$ cat src/rtl/div_pkg.sv
// Shared constants for the SRT divider operand path.
// Packet layout (default WIDTH=32):
//   [65]    select   0 = integer, 1 = fp32
//   [64]    sign     1 = sign-magnitude divide
//   [63:32] dividend
//   [31:0]  divisor
package div_pkg;

   localparam int WIDTH      = 32;
   localparam int DATA_WIDTH = 2*WIDTH + 2;

   localparam int SEL_BIT    = 65;
   localparam int SIGN_BIT   = 64;
   localparam int DVD_MSB    = 63;
   localparam int DVD_LSB    = 32;
   localparam int DVS_MSB    = 31;
   localparam int DVS_LSB    = 0;

   localparam int BYTE_W     = 8;

   typedef struct packed {
      logic              sel;
      logic              sign;
      logic [WIDTH-1:0]  dividend;
      logic [WIDTH-1:0]  divisor;
   } div_pkt_t;

   // Number of bytes needed to carry both operands.
   function automatic int bytes_per_pkt(input int w);
      return (2*w) / BYTE_W;
   endfunction

endpackage

$ cat src/rtl/div_op_fifo.sv
// Operand packet FIFO, first-word-fall-through.
// When empty, rd_data_o keeps showing the last entry read out (0 after
// reset) so the divider-facing head fields never show stale RAM contents.
// Ports:
//   clk, rst_n   clock, async active-low reset
//   wr_en_i      write request; accepted when not full or when reading
//   wr_data_i    packet to write
//   rd_en_i      pop head (ignored when empty)
//   rd_data_o    head packet
//   full_o       all BUFFER_DEPTH entries used
//   empty_o      no entries
//   count_o      entries held, 0..BUFFER_DEPTH
module div_op_fifo
   import div_pkg::*;
#(
   parameter int DATA_WIDTH       = div_pkg::DATA_WIDTH,
   parameter int BUFFER_DEPTH     = 4,
   parameter int LOG_BUFFER_DEPTH = 3
) (
   input  logic                        clk,
   input  logic                        rst_n,
   input  logic                        wr_en_i,
   input  logic [DATA_WIDTH-1:0]       wr_data_i,
   input  logic                        rd_en_i,
   output logic [DATA_WIDTH-1:0]       rd_data_o,
   output logic                        full_o,
   output logic                        empty_o,
   output logic [LOG_BUFFER_DEPTH-1:0] count_o
);

   localparam int AW = LOG_BUFFER_DEPTH - 1;

   logic [DATA_WIDTH-1:0]       mem_q [BUFFER_DEPTH];
   logic [LOG_BUFFER_DEPTH-1:0] wr_ptr_q, wr_ptr_d;
   logic [LOG_BUFFER_DEPTH-1:0] rd_ptr_q, rd_ptr_d;
   logic [DATA_WIDTH-1:0]       last_q, last_d;
   logic                        do_wr, do_rd;

   // Pointers carry an extra wrap bit: equal = empty, equal except wrap = full.
   assign empty_o = (wr_ptr_q == rd_ptr_q);
   assign full_o  = (wr_ptr_q[AW] != rd_ptr_q[AW]) &&
                    (wr_ptr_q[AW-1:0] == rd_ptr_q[AW-1:0]);
   assign count_o = wr_ptr_q - rd_ptr_q;

   assign do_rd = rd_en_i & ~empty_o;
   assign do_wr = wr_en_i & (~full_o | do_rd);

   assign rd_data_o = empty_o ? last_q : mem_q[rd_ptr_q[AW-1:0]];

   always_comb begin
      wr_ptr_d = wr_ptr_q;
      rd_ptr_d = rd_ptr_q;
      last_d   = last_q;
      if (do_wr) begin
         wr_ptr_d = wr_ptr_q + 1'b1;
      end
      if (do_rd) begin
         rd_ptr_d = rd_ptr_q + 1'b1;
         last_d   = mem_q[rd_ptr_q[AW-1:0]];
      end
   end

   always_ff @(posedge clk or negedge rst_n) begin
      if (!rst_n) begin
         wr_ptr_q <= '0;
         rd_ptr_q <= '0;
         last_q   <= '0;
      end else begin
         wr_ptr_q <= wr_ptr_d;
         rd_ptr_q <= rd_ptr_d;
         last_q   <= last_d;
      end
   end

   // Storage needs no reset: it is only visible while non-empty.
   always_ff @(posedge clk) begin
      if (do_wr) begin
         mem_q[wr_ptr_q[AW-1:0]] <= wr_data_i;
      end
   end

endmodule

$ cat src/rtl/div_in_collector.sv
// Byte-serial operand collector for the SRT divider.
// Eight bytes (dividend then divisor, MSB first) plus sign/select are
// assembled into one packet and queued for the divider.
// Ports:
//   clk, rst_n    clock, async active-low reset
//   data_in_in    input byte, stable while push_in high
//   push_in       byte strobe, one capture per rising edge
//   sign, select  mode bits, latched with the last byte
//   op_valid      head packet present
//   op_ready      divider takes the head this cycle
//   op_dividend, op_divisor, op_sign, op_select   head packet fields
//   op_div_zero   head divisor is zero
//   fifo_count    packets queued
//   overflow      sticky, a complete packet was dropped
module div_in_collector
   import div_pkg::*;
#(
   parameter int WIDTH            = div_pkg::WIDTH,
   parameter int DATA_WIDTH       = 2*WIDTH + 2,
   parameter int BUFFER_DEPTH     = 4,
   parameter int LOG_BUFFER_DEPTH = 3,
   parameter int IDLE_TIMEOUT     = 64
) (
   input  logic                        clk,
   input  logic                        rst_n,
   input  logic [7:0]                  data_in_in,
   input  logic                        push_in,
   input  logic                        sign,
   input  logic                        select,
   output logic                        op_valid,
   input  logic                        op_ready,
   output logic [WIDTH-1:0]            op_dividend,
   output logic [WIDTH-1:0]            op_divisor,
   output logic                        op_sign,
   output logic                        op_select,
   output logic                        op_div_zero,
   output logic [LOG_BUFFER_DEPTH-1:0] fifo_count,
   output logic                        overflow
);

   localparam int NBYTES = bytes_per_pkt(WIDTH);
   localparam int IDX_W  = $clog2(NBYTES);
   localparam int ASM_W  = 2*WIDTH - BYTE_W;
   localparam int TMR_W  = $clog2(IDLE_TIMEOUT) + 1;

   localparam logic [IDX_W-1:0] IDX_LAST = IDX_W'(NBYTES - 1);
   localparam logic [TMR_W-1:0] TMR_LOAD = TMR_W'(IDLE_TIMEOUT - 1);

   logic                  push_q;
   logic [IDX_W-1:0]      idx_q, idx_d;
   logic [ASM_W-1:0]      asm_q, asm_d;
   logic [TMR_W-1:0]      idle_q, idle_d;
   logic                  ovf_q, ovf_d;

   logic                  cap, last_byte, pop, wr_en;
   logic                  fifo_full, fifo_empty;
   logic [DATA_WIDTH-1:0] wr_data, head;

   assign cap       = push_in & ~push_q;
   assign last_byte = cap & (idx_q == IDX_LAST);
   assign pop       = op_valid & op_ready;
   // A full FIFO still accepts the packet when the head leaves this cycle.
   assign wr_en     = last_byte & (~fifo_full | pop);
   assign wr_data   = {select, sign, asm_q, data_in_in};

   // Idle timer: down-counter reloaded on every capture; terminal count
   // abandons the partial packet (assembly bytes are simply overwritten).
   always_comb begin
      idx_d  = idx_q;
      asm_d  = asm_q;
      idle_d = idle_q;
      ovf_d  = ovf_q | (last_byte & ~wr_en);
      if (cap) begin
         asm_d  = {asm_q[ASM_W-BYTE_W-1:0], data_in_in};
         idle_d = TMR_LOAD;
         idx_d  = last_byte ? '0 : idx_q + 1'b1;
      end else if (idx_q != '0) begin
         if (idle_q == '0) begin
            idx_d = '0;
         end else begin
            idle_d = idle_q - 1'b1;
         end
      end
   end

   always_ff @(posedge clk or negedge rst_n) begin
      if (!rst_n) begin
         push_q <= 1'b0;
         idx_q  <= '0;
         asm_q  <= '0;
         idle_q <= '0;
         ovf_q  <= 1'b0;
      end else begin
         push_q <= push_in;
         idx_q  <= idx_d;
         asm_q  <= asm_d;
         idle_q <= idle_d;
         ovf_q  <= ovf_d;
      end
   end

   div_op_fifo #(
      .DATA_WIDTH       (DATA_WIDTH),
      .BUFFER_DEPTH     (BUFFER_DEPTH),
      .LOG_BUFFER_DEPTH (LOG_BUFFER_DEPTH)
   ) u_fifo (
      .clk       (clk),
      .rst_n     (rst_n),
      .wr_en_i   (wr_en),
      .wr_data_i (wr_data),
      .rd_en_i   (pop),
      .rd_data_o (head),
      .full_o    (fifo_full),
      .empty_o   (fifo_empty),
      .count_o   (fifo_count)
   );

   assign op_valid    = ~fifo_empty;
   assign op_select   = head[2*WIDTH+1];
   assign op_sign     = head[2*WIDTH];
   assign op_dividend = head[2*WIDTH-1:WIDTH];
   assign op_divisor  = head[WIDTH-1:0];
   assign op_div_zero = (op_divisor == '0);
   assign overflow    = ovf_q;

endmodule

$ cat config.mk
export PLATFORM = sky130hd
export DESIGN_NAME = div_in_collector
export DESIGN_NICKNAME = d
export VERILOG_FILES = /design/src/rtl/div_pkg.sv /design/src/rtl/div_op_fifo.sv /design/src/rtl/div_in_collector.sv
export SDC_FILE = /design/constraint.sdc
export NUM_CORES = 1
export LEC_CHECK = 0
export CAP_MARGIN = 0
export CORE_ASPECT_RATIO = 0.5
export CORE_UTILIZATION = 45
export CTS_CLUSTER_SIZE = 28
export DETAILED_ROUTE_END_ITERATION = 8
export REMOVE_ABC_BUFFERS = 1
export SLEW_MARGIN = 10
export SYNTH_ARGS = -nofsm -noshare
export SYNTH_HDL_FRONTEND = slang
export SYNTH_SLANG_ARGS = --single-unit
export TNS_END_PERCENT = 20
$ cat constraint.sdc
create_clock -name clk -period 5.8 [get_ports clk]
set_clock_uncertainty 0.15 [all_clocks]
set_input_delay 1.74 -clock clk [delete_from_list [all_inputs] [get_ports clk]]
set_output_delay 1.74 -clock clk [all_outputs]
set_load 0.03 [all_outputs]
======== After elaboration in Yosys (flattened, before gate mapping) ========
Memory sizes are Yosys's and may differ from the RTL's.
Index checks and enable logic that the tools add are counted.
storage, ports and cells
  register bits ........................... 140
  bits in writable memories ............... 264
  input bits .............................. 14
  output and inout bits ................... 72
  word-level logic and storage cells ...... 51
  memories ................................ 1
memory list
  memory        depth  bits a word  rd ports  clocked after memory_dff  wr ports  line               source
  u_fifo.mem_q  4      66           1         0                         1         div_op_fifo.sv:33  logic [DATA_WIDTH-1:0] mem_q [BUFFER_DEPTH];
cells by class
  $add $sub $neg .......................... 5
  equal/unequal tests ..................... 5
  mux-type cells .......................... 10
  bitwise gates (word level) .............. 14
  reduce and logical (&&, ||, !) cells .... 8
operators with widths
  cell                   number
  $mux W66               1
  $logic_not A32 Y1      1
  $mux W7                3
  $mux W3                4
  $add A3 B1 Y3 const B  3
  $and A1 B1 Y1          7
  $logic_not A7 Y1       1
  $sub A7 B1 Y7 const B  1
  $not A1 Y1             4
  $reduce_and A2 Y1      2
  $reduce_bool A2 Y1     2
  $eq A3 B3 Y1           1
  $eq A3 B3 Y1 const B   1
  $or A1 B1 Y1           3
  $reduce_bool A3 Y1     1
  $sub A3 B3 Y3          1
  $eq A2 B2 Y1           1
  $mux W1                2
  $ne A2 B2 Y1 const B   1
  $logic_and A1 B1 Y1    1
  $ne A1 B1 Y1           1

======== Logic depth before layout (Yosys ltp) ========
  depth in word-level cells ............... 8
  mapped depth ............................ 12
  depth with buffers taken out ............ 6

======== Modules after synthesis ========
From an unflattened synthesis, not the netlist that was laid out.
second synthesis, totals
  cells, all modules ...................... 917
  area, all modules ....................... 16055.4 sq um
modules (own cells, without submodules)
  module            times used  cells each  area each (sq um)  seq. area each (sq um)
  div_op_fifo       1           600         13245.2            9729.3
  div_in_collector  1           317         2810.2             1701.6

======== Least setup slack after synthesis ========
OpenSTA, ideal clock, no wires.
  path type ............................... register to output
  start point ............................. register u_fifo.rd_ptr_q[1]
  end point ............................... output port op_div_zero
  arrival time ............................ 3.261 ns
  data required time ...................... 3.910 ns
  path slack .............................. 0.649 ns
  cell stages (with the launch flop) ...... 10
  buffers on the path ..................... 4
  path through ............................ dfrtp_1 clkbuf_1 clkbuf_1 buf_1 inv_1 ha_1 and3_1 clkbuf_1 or4_1 o31ai_2
between the ends
  cells in the longest elaborated chain, start to end .. 3
  elaborated cells on any way between the ends .. 4
  classes of those cells .................. eq/ne (1); mux (1); reduce/logical (1); memory (1)
RTL lines
  what                                                   line                     source
  from (decl)                                            div_op_fifo.sv:35        logic [LOG_BUFFER_DEPTH-1:0] rd_ptr_q, rd_ptr_d;
  from (signal assigned)                                 div_op_fifo.sv:70        rd_ptr_q <= rd_ptr_d;
  $mem_v2 Z4 W66 / $eq A3 B3 Y1 (equally long branches)  -
  $mux W66 (*)                                           div_op_fifo.sv:48        assign rd_data_o = empty_o ? last_q : mem_q[rd_ptr_q[AW-1:0]];
  $logic_not A32 Y1 (*)                                  div_in_collector.sv:123  assign op_div_zero = (op_divisor == '0);
  to (decl)                                              div_in_collector.sv:36   output logic op_div_zero,
Mark *: on every way between the ends. The rest lies on a longest branch, timed or not.

======== Final worst setup path ========
  start point ............................. register u_fifo.rd_ptr_q[0]
  end point ............................... output port op_dividend[9]
between the ends
  cells in the longest elaborated chain, start to end .. 2
  elaborated cells on any way between the ends .. 3
  classes of those cells .................. eq/ne (1); mux (1); memory (1)
RTL lines
  what                                                   line                    source
  $mem_v2 Z4 W66 / $eq A3 B3 Y1 (equally long branches)  -
  $mux W66 (*)                                           div_op_fifo.sv:48
  to (decl)                                              div_in_collector.sv:32  output logic [WIDTH-1:0] op_dividend,
Marks and branches as above.

==> results by group <==
Die
  – Die Area: about 36,000 µm²
  – DIE WIDTH: roughly 270 µm
  – Die Height: roughly 140 µm
  – Io pins: between 80 and 90
  – Core Area: 34,700 µm²
  – Site Rows: 48
  – Initial Util: 46.1%

Global routing
  – GRT Total Usage: between 10% and 20%
  – Global-route wire length before repair: around 53,000 µm
  – Initial antenna violation count: 0
  – Largest net degree at the start of global routing: between 80 and 90
  – Grt total ovfl: 0
  – Vias in the first global route: ~9,200

Routing
  – Number of remaining DRC errors: 0
  – Final ANT Viol Nets: 0
  – WL per Instance: a little over 20 µm
  – WL final: 34,000 µm
  – DRT Pass-1 Iters: 4
  – Vias per inst: ~5.2
  – Via count: 8,646
  – First DRT Iteration DRCs: 686

Critical path
  – CP cell instances: ha_1, and3_2, buf_4, nand2_1, nand2_1, clkdlybuf4s50_1
  – Worst path bufs/invs: 2
  – Crit path max-delay cell type: clkdlybuf4s50_1
  – Worst Setup Start Kind: register
  – Crit-path leading delay family: buffers and inverters
  – FF-to-FF path depth: 6
  – Biggest cell delay along the critical path: between 0.6 and 0.7 ns
  – Worst Setup End Kind: primary output
  – CP required: a little under 4 ns
  – Crit-path max FO: 39
  – Most frequent cell on the critical path: nand2_1
  – Flop-to-flop setup slack: roughly 1.9 ns
  – CP Class: register to primary output
  – Arrival time worst endpoint: 3.50 ns
  – CP Depth: 6

Finish
  – Reg area: between 10,000 and 15,000 µm²
  – P&R area growth vs syn: 16.6%
  – Final Cell Area: about 19,000 µm²
  – Multi-input logic area: about 4300 µm²
  – Layout cells sized above 1: about a fifth
  – Fillcell total: about 2,800
  – Fin cells: about 1,600
  – Nets: ~1,200
  – Final core occ: between 50% and 60%
  – ANT cells: 0

Logic synthesis
  – Register area share after synthesis: between 70% and 80%
  – Ys async rst share: around a third
  – Yosys reg bits: approximately 400
  – Count of cell types in the netlist: 37
  – Yosys top cell area share: a little under 50%
  – Netlist Area Pre-Place: ~16,000 µm²
  – Cells after Synth: 1,060
  – Synth warnings: 0
  – Largest cells by area after synthesis: edfxtp_1 (50%), dfrtp_1 (22%), mux4_2 (9.1%)
  – Avg Cell Area, Syn: approximately 15 µm²
  – Top FF cell, synth: edfxtp_1
  – EDFF count, synth: around 260
  – Synth area leader: edfxtp_1

Power and ir drop
  – Pint: a little under 7000 µW
  – Pwr Total: approximately 11,000 µW
  – Sw Pwr: roughly 4000 µW
  – Combinational Power Share: 43.0%
  – Lkg Pwr: 0.00721 µW
  – Worst vdd ir: 0.347 mV
  – Sequential power share: 35.1%
  – Pwr Density: between 500 and 600 nW/µm²
  – Switching part of the total: between 30% and 40%
  – Clock power frac: between 20% and 30%

STA
  – Final period util: ~93%
  – Worst hold slack: between 0.3 and 0.4 ns
  – Unrepaired setup endpoints after global routing: no
  – Worst-Margin Slew: 1.15 ns
  – Final hold viol count: 0
  – Slew Limit Fails: 0
  – Worst rel slew slack: ~23%
  – Min Clock Period, post-route: between 5 and 6 ns
  – Final setup vio count: 0
  – Max Freq: 186 MHz

Clock tree
  – CTS tree: done
  – Max clock buf depth: 3
  – CTS Hold Bufs: 0
  – Post-CTS resize count: 0
  – Clock Sinks: 404
  – Num CTS Buffers: 37
  – Clk slew on worst S/H paths: 0.07 ns
  – Clock Latency Late Sink: between 0.5 and 0.6 ns
  – Post-CTS setup buffers: 0
  – Clk root buf: clkbuf_16
  – Htree depth: 2

Placement
  – Hpwl dp: between 15,000 and 20,000 µm
  – Post-Place Cells: 1,582
  – Placed Area: around 18,000 µm²
  – PortBufs: 85
  – Routability Congestion: between 0.7 and 0.8

Worst hold path
  – Hold Crit Class: register to register
  – Worst Hold Path Cells: 1

Status
  – Outcome: finished clean

Flow run
  – Maxcap violations: 0
## flip-flops by register name, summed over array words and instances, names as in the netlist
| signal | flops |
|---|---|
| u_fifo.mem_q | 264 |
| u_fifo.last_q | 66 |
| asm_q | 56 |
| idle_q | 7 |
| idx_q | 3 |
| u_fifo.rd_ptr_q | 3 |
| u_fifo.wr_ptr_q | 3 |
| overflow | 1 |
| push_q | 1 |
## cell families (layout without fill, tap and decap cells)
family	count (synthesis)	count (layout)	share of synthesized area, %
AND/OR/NAND/NOR	422	422	10.5
AO/OA/AOI/OAI	14	14	0.688
adder cells (fa/ha/maj)	13	13	1.06
multiplexers	133	133	14.0
flip-flops	404	404	71.4
XOR/XNOR	12	12	0.657
buffers and inverters	62	174	1.67
## synthesized netlist by cell type, types with 2 or more instances
cell type	n
edfxtp_1	264
and2_1	4
nor2_1	5
nor4_1	14
o2111ai_1	2
buf_1	8
nand2b_1	3
or4_1	4
xor2_1	6
nand4_1	3
nand3_1	2
a31o_2	2
nor3_1	4
inv_1	9
mux4_2	65
buf_2	12
ha_1	12
clkbuf_1	30
nand2_1	379
mux2_2	67
dfrtp_1	140
o21ai_0	3
o211ai_1	3
xnor2_1	6
## routing by layer
metal	vias up	wire [µm]	global-route usage, %
met4	0	527	4.39
li1	3968	-	-
met3	42	1320	3.24
met1	4496	15400	27.3
met5	-	0	0
met2	140	16700	32.9
## stage by stage
| step | setup slack [ns] | setup TNS, ns |
|---|---|---|
| final | 0.413 | 0 |
| after global routing | 0.248 | 0 |
| after CTS | 0.328 | 0 |
| after detailed placement | 0.885 | 0 |
| after global placement | 0.926 | 0 |
| after floorplan | -3.19 | -550.38 |
## placed cells by master, fill, tap and decap left out, drive strengths merged, types with 2 or more instances in the layout
cell type      count
or4                4
o2111ai            2
nor4              14
clkdlybuf4s50     48
nor3               4
xor2               6
nand2b             3
buf               51
clkinv            12
edfxtp           264
nand4              3
nand2            379
o211ai             3
a31o               2
clkbuf            48
nor2               5
mux4              66
mux2              67
ha                12
inv               11
bufinv             4
and2               4
o21ai              3
dfrtp            140
xnor2              6
nand3              2
## layout make-up
class                      instances  share of cell area [%]
clock buffer                      48                    5.24
tap                              475                    3.18
sequential                       404                    61.3
timing repair buffer              99                    5.85
clock inverter                    17                   0.972
multi-input combinational        594                    23.3
inverter                          10                   0.201
## power groups by stage
| stage | combinational (µW) | clock [µW] | sequential [µW] |
|---|---|---|---|
| after floorplan | 2840 | 0 | 3940 |
| after global placement | 4740 | 0 | 3880 |
| after detailed placement | 4790 | 0 | 3910 |
| after CTS | 4810 | 2460 | 3860 |
| after global routing | 5070 | 2570 | 3910 |
| final | 4720 | 2400 | 3860 |
## worst paths after layout
path                               startpoint                end
setup / recovery           u_fifo.rd_ptr_q[0]     op_dividend[9]
hold / removal                       overflow           overflow
setup reg to reg           u_fifo.rd_ptr_q[0]  u_fifo.last_q[27]
hold reg to reg                      overflow           overflow
max in group asynchronous               rst_n  u_fifo.last_q[51]
min in group asynchronous               rst_n             push_q
Power figures use the tool's default switching activity.
